[src/rtl/rr_arbiter8_if.sv]
// rr_arbiter8 request/grant bundle.
// Requesters drive req; the arbiter returns a one-hot grant and its index.
interface rr_arbiter8_if;
    logic [7:0] req;
    logic [7:0] grant;
    logic [2:0] grant_idx;
    logic       grant_valid;

    modport master (
        output req,
        input  grant,
        input  grant_idx,
        input  grant_valid
    );

    modport slave (
        input  req,
        output grant,
        output grant_idx,
        output grant_valid
    );
endinterface

[src/rtl/rr_arbiter8.sv]
// Eight-way round-robin arbiter with registered one-hot grant and index.
// Optional MAX_HOLD forces rotation away from an owner when others wait.
module rr_arbiter8 #(
    parameter int MAX_HOLD = 0
) (
    input  logic          CLK,
    input  logic          ASYNCRESETN,
    rr_arbiter8_if.slave  bus
);

    typedef enum logic {
        ST_IDLE,
        ST_BUSY
    } state_t;

    // Hold limit is only meaningful when MAX_HOLD is non-zero.
    localparam bit LIMITED = (MAX_HOLD > 0);
    localparam logic [7:0] HOLD_LAST =
        LIMITED ? 8'(MAX_HOLD - 1) : 8'hFF;

    state_t     state_q, state_d;
    logic [2:0] ptr_q, ptr_d;
    logic [7:0] hold_cnt_q, hold_cnt_d;
    logic [7:0] grant_q, grant_d;
    logic [2:0] idx_q, idx_d;
    logic       valid_q, valid_d;

    logic [7:0] req;
    logic [7:0] others;
    logic [7:0] cand;
    logic       own_req;
    logic       at_limit;
    logic       pick_found;
    logic [2:0] pick_idx;
    logic [7:0] pick_onehot;

    // Scan r upward from p+1 (mod 8); p itself is checked last.
    function automatic logic [3:0] rr_pick(
        input logic [7:0] r,
        input logic [2:0] p
    );
        logic [3:0] res;
        logic [2:0] i;
        res = 4'd0;
        for (int k = 8; k >= 1; k--) begin
            i = p + 3'(k);
            if (r[i]) begin
                res = {1'b1, i};
            end
        end
        return res;
    endfunction

    assign req     = bus.req;
    assign own_req = req[ptr_q];
    assign others  = req & ~(8'd1 << ptr_q);

    // While busy the owner is never a candidate: either it released,
    // or it is being rotated away by the hold limit.
    assign cand     = (state_q == ST_BUSY) ? others : req;
    assign at_limit = LIMITED && (hold_cnt_q == HOLD_LAST);

    // Winner selection from the candidate set.
    always_comb begin
        logic [3:0] pick;
        pick        = rr_pick(cand, ptr_q);
        pick_found  = pick[3];
        pick_idx    = pick[2:0];
        pick_onehot = 8'd1 << pick[2:0];
    end

    // Next-state decision for owner, pointer, hold count and outputs.
    always_comb begin
        state_d    = state_q;
        ptr_d      = ptr_q;
        hold_cnt_d = hold_cnt_q;
        grant_d    = grant_q;
        idx_d      = idx_q;
        valid_d    = valid_q;

        unique case (state_q)
            ST_IDLE: begin
                if (pick_found) begin
                    state_d    = ST_BUSY;
                    ptr_d      = pick_idx;
                    hold_cnt_d = 8'd0;
                    grant_d    = pick_onehot;
                    idx_d      = pick_idx;
                    valid_d    = 1'b1;
                end
            end
            ST_BUSY: begin
                if (!own_req) begin
                    hold_cnt_d = 8'd0;
                    if (pick_found) begin
                        ptr_d   = pick_idx;
                        grant_d = pick_onehot;
                        idx_d   = pick_idx;
                    end else begin
                        state_d = ST_IDLE;
                        grant_d = 8'd0;
                        idx_d   = 3'd0;
                        valid_d = 1'b0;
                    end
                end else if (at_limit && pick_found) begin
                    ptr_d      = pick_idx;
                    hold_cnt_d = 8'd0;
                    grant_d    = pick_onehot;
                    idx_d      = pick_idx;
                end else if (!at_limit && hold_cnt_q != 8'hFF) begin
                    hold_cnt_d = hold_cnt_q + 8'd1;
                end
            end
            default: begin
                state_d    = ST_IDLE;
                hold_cnt_d = 8'd0;
                grant_d    = 8'd0;
                idx_d      = 3'd0;
                valid_d    = 1'b0;
            end
        endcase
    end

    // State and registered outputs; ptr resets to 7 so requester 0 leads.
    always_ff @(posedge CLK or negedge ASYNCRESETN) begin
        if (!ASYNCRESETN) begin
            state_q    <= ST_IDLE;
            ptr_q      <= 3'd7;
            hold_cnt_q <= 8'd0;
            grant_q    <= 8'd0;
            idx_q      <= 3'd0;
            valid_q    <= 1'b0;
        end else begin
            state_q    <= state_d;
            ptr_q      <= ptr_d;
            hold_cnt_q <= hold_cnt_d;
            grant_q    <= grant_d;
            idx_q      <= idx_d;
            valid_q    <= valid_d;
        end
    end

    assign bus.grant       = grant_q;
    assign bus.grant_idx   = idx_q;
    assign bus.grant_valid = valid_q;

endmodule

[src/flat_wrapper.sv]
// flat-port wrapper written by rule: the top's interface ports become plain ports
module rr_arbiter8_flat 
#(
    parameter int MAX_HOLD = 0
)
  (CLK, ASYNCRESETN, bus_req, bus_grant, bus_grant_idx, bus_grant_valid);
  rr_arbiter8_if bus_i ();
  input  logic CLK;
  input  logic ASYNCRESETN;
  input wire logic [$bits(bus_i.req)-1:0] bus_req;
  output wire logic [$bits(bus_i.grant)-1:0] bus_grant;
  output wire logic [$bits(bus_i.grant_idx)-1:0] bus_grant_idx;
  output wire logic [$bits(bus_i.grant_valid)-1:0] bus_grant_valid;
  assign bus_i.req = bus_req;
  assign bus_grant = bus_i.grant;
  assign bus_grant_idx = bus_i.grant_idx;
  assign bus_grant_valid = bus_i.grant_valid;
  rr_arbiter8 #(.MAX_HOLD(MAX_HOLD)) u_core (.CLK(CLK), .ASYNCRESETN(ASYNCRESETN), .bus(bus_i));
endmodule
[config.mk]
export PLATFORM = sky130hd
export DESIGN_NAME = rr_arbiter8_flat
export DESIGN_NICKNAME = d
export VERILOG_FILES = /design/src/rtl/rr_arbiter8_if.sv /design/src/rtl/rr_arbiter8.sv /design/src/flat_wrapper.sv
export SDC_FILE = /design/constraint.sdc
export NUM_CORES = 1
export LEC_CHECK = 0
export BUFFER_PORTS_ARGS = -buffer_cell sky130_fd_sc_hd__buf_2
export CORE_MARGIN = 5
export CORE_UTILIZATION = 29
export CTS_CLUSTER_SIZE = 24
export DETAILED_ROUTE_END_ITERATION = 8
export SYNTH_ARGS = -nofsm -noshare
export SYNTH_HDL_FRONTEND = slang
export SYNTH_SLANG_ARGS = --single-unit
[constraint.sdc]
create_clock -name CLK -period 5.7 [get_ports CLK]
set_clock_uncertainty 0.15 [all_clocks]
set_input_delay 0.285 -clock CLK [delete_from_list [all_inputs] [get_ports CLK]]
set_output_delay 0.285 -clock CLK [all_outputs]
set_load 0.02 [all_outputs]
==> run metrics <==
setup bufs post-CTS=0; Die Y=100.8 um; # diodes=0; CP Capture Type=flop; RSZ-0062 raised after global routing=false; top cells by count, synth=nand2_1 (41), nor2_1 (17), dfrtp_1 (13), o21ai_0 (13), buf_2 (12); DRC=0; Least-Margin Pin Slew=0.8062 ns; drt wl/cell=18.89 um; DR iter-0 viols=424; predominant post-synthesis flop cell=dfrtp_1; TritonCTS Sinks=16; Reg2Reg Launch Point=u_core.ptr_q[2]; final worst setup slack=0.9836 ns; Routed WL=7649 um; Synth Area in Simple Gates=0.2276; post-synthesis xor/xnor area fraction=0.01465; Hold Vio Cnt, Final=0; Mapped Area=0.002391 mm^2; Seq/Total Area, Yosys=0.1690; IO Pins=22; Fin Hold WS=0.3138 ns; Async S/R FF share, synth=1.000; Clock Tree Buf Depth=2; Post-DRT Antenna Nets=0; post-synth top area cell=dfrtp_1; layout cells sized above 1=0.1967; CP required=5.69 ns; Syn Nets=315; layout net count=319; crit path DAT=4.71 ns; Skew-Pair Late Insertion Delay=0.25 ns; Final setup violation count=0; synthesis-stage register bit count=16; global-route wire length before repair=12,700 um; fin crit period=4.716 ns; Port Buffers=21; setup_tns=0 ns; Final Max Slew Viols=0; relative slew slack=0.4614; DRT Pass-1 Iters=5; Synth top area share=0.1361; total die area=0.01016 mm^2; kind of critical path=flop to flop; largest family of logic cells by synthesized area=compound AO/OA/AOI/OAI gates; Syn Area/Cell=8.051 um^2; Starting Density=0.2940; count leader, synth=nand2_1; dpl ws=1.047 ns; vias=2,515; Synthesis Warnings=0; Worst setup startpoint=u_core.ptr_q[2]; H-Tree Level Count=1; vias in the first global route=2,412; EDFF count, synth=0; initial antenna violation count=0; CTS buffer count=3; Max Clk Rate=212.0 MHz; Rows=33; synth-to-layout area growth=8.059%; Synth Area in Compound Gates=0.3333; Mapped Cells=297; Cell variety after synth=72; post-synthesis mux area share=0.1366; Hold WC Path Type=input port to async pin; global route overflow=0; Total Routing Usage GR=0.1546; Area contributors post-synth=dfrtp_1 (14%), mux4_2 (6.6%), nand2_1 (6.4%); adder-cell share of the synthesized area=0.04186; largest net degree at the start of global routing=38; area of the core=0.008134 mm^2; Root Driver=clkbuf_8; HPWL after DPL=5653 um; vias per inst=6.210; placer congestion estimate=0.9320; nature of the critical path startpoint=flop; outcome=completed; period utilisation layout=0.8274; Chip Width=100.8 um; crit-path max FO=36; CTS tree=done; Clk pin slew, worst setup/hold paths=0.06 ns; Max Cap Violations=0
-- through the flow --
step	instances	util	cell area, um^2
finish	405	0.3176	2584
global route	405	0.3176	2584
CTS	405	0.3176	2584
detailed placement	400	0.3096	2519
global placement	400	0.3096	2519
floorplan	297	-	2391
-- timing repair --
item	in CTS	in global routing
hold buffers	1	0
resized for setup	0	0
endpoints found under the hold margin	13	0
-- cell families after synthesis --
| family | count (synthesis) |
|---|---|
| AO/OA/AOI/OAI | 102 |
| XOR/XNOR | 4 |
| adder cells (fa/ha/maj) | 8 |
| buffers and inverters | 39 |
| flip-flops | 16 |
| multiplexers | 23 |
| AND/OR/NAND/NOR | 105 |
-- final timing paths --
path / end / slack (ns) / cells past startpoint
min in group CLK: u_core.bus.grant_idx[0] / 0.34 / 2
worst max-delay path: u_core.bus.grant[4] / 0.98 / 10
max in group asynchronous: u_core.ptr_q[2] / 4.78 / 2
worst min register to register: u_core.bus.grant_idx[0] / 0.34 / 2
worst min-delay path: u_core.bus.grant[3] / 0.31 / 2
worst max register to register: u_core.bus.grant[4] / 0.98 / 10
-- final cells by class --
type | count | area [um^2]
multi-input cells | 242 | 1803
repair buffers | 26 | 145.1
well taps | 105 | 131.4
clock buffers | 4 | 55.05
fillers | 853 | 5550
inverters | 12 | 45.04
flip-flops and latches | 16 | 404.1
-- routing by layer --
metal  vias up  wire length (um)  global-route usage
met5         -                 0                   0
met4         0               211             0.05907
met3        21               701             0.03599
met2       144              3267              0.2223
met1      1199              3468              0.2223
li1       1151                 -                   -
-- cells in the final DEF (no fill, tap or decap), types with 3 or more instances in the layout --
cell and instances:
a21oi_1 11, a221oi_1 3, a22oi_1 4, a31oi_1 5, a32o_1 6, and3_1 4, and3b_1 3, buf_2 21
buf_4 4, clkbuf_8 4, dfrtp_1 13, dfstp_2 3, ha_1 8, inv_1 10, mux2_2 7, mux2i_1 9
mux4_2 7, nand2_1 41, nand2b_1 10, nand3_1 7, nand4_1 3, nor2_1 17, nor2b_1 4, o211ai_1 4
o21a_1 3, o21ai_0 13, o221ai_1 6, o22ai_1 7, o32ai_1 6
-- state kept, by name, indices dropped and copies added, names as in the netlist --
name                    cells
u_core.bus.grant_valid      1
u_core.state_q              1
u_core.ptr_q                3
u_core.bus.grant            8
u_core.bus.grant_idx        3
-- worst max-delay path: stages, from the launching register on --
cell	delay (ns)
dfstp_2	0.95
inv_1	0.39
ha_1	0.64
mux2_2	0.38
o2111a_1	0.15
or4_4	0.46
a211oi_4	0.22
o2111ai_2	0.23
o31ai_4	0.54
nor2b_2	0.18
a32o_1	0.30
Power is not shown: default switching activity piles up to over one toggle a cycle in this logic, so the estimate is an artifact.
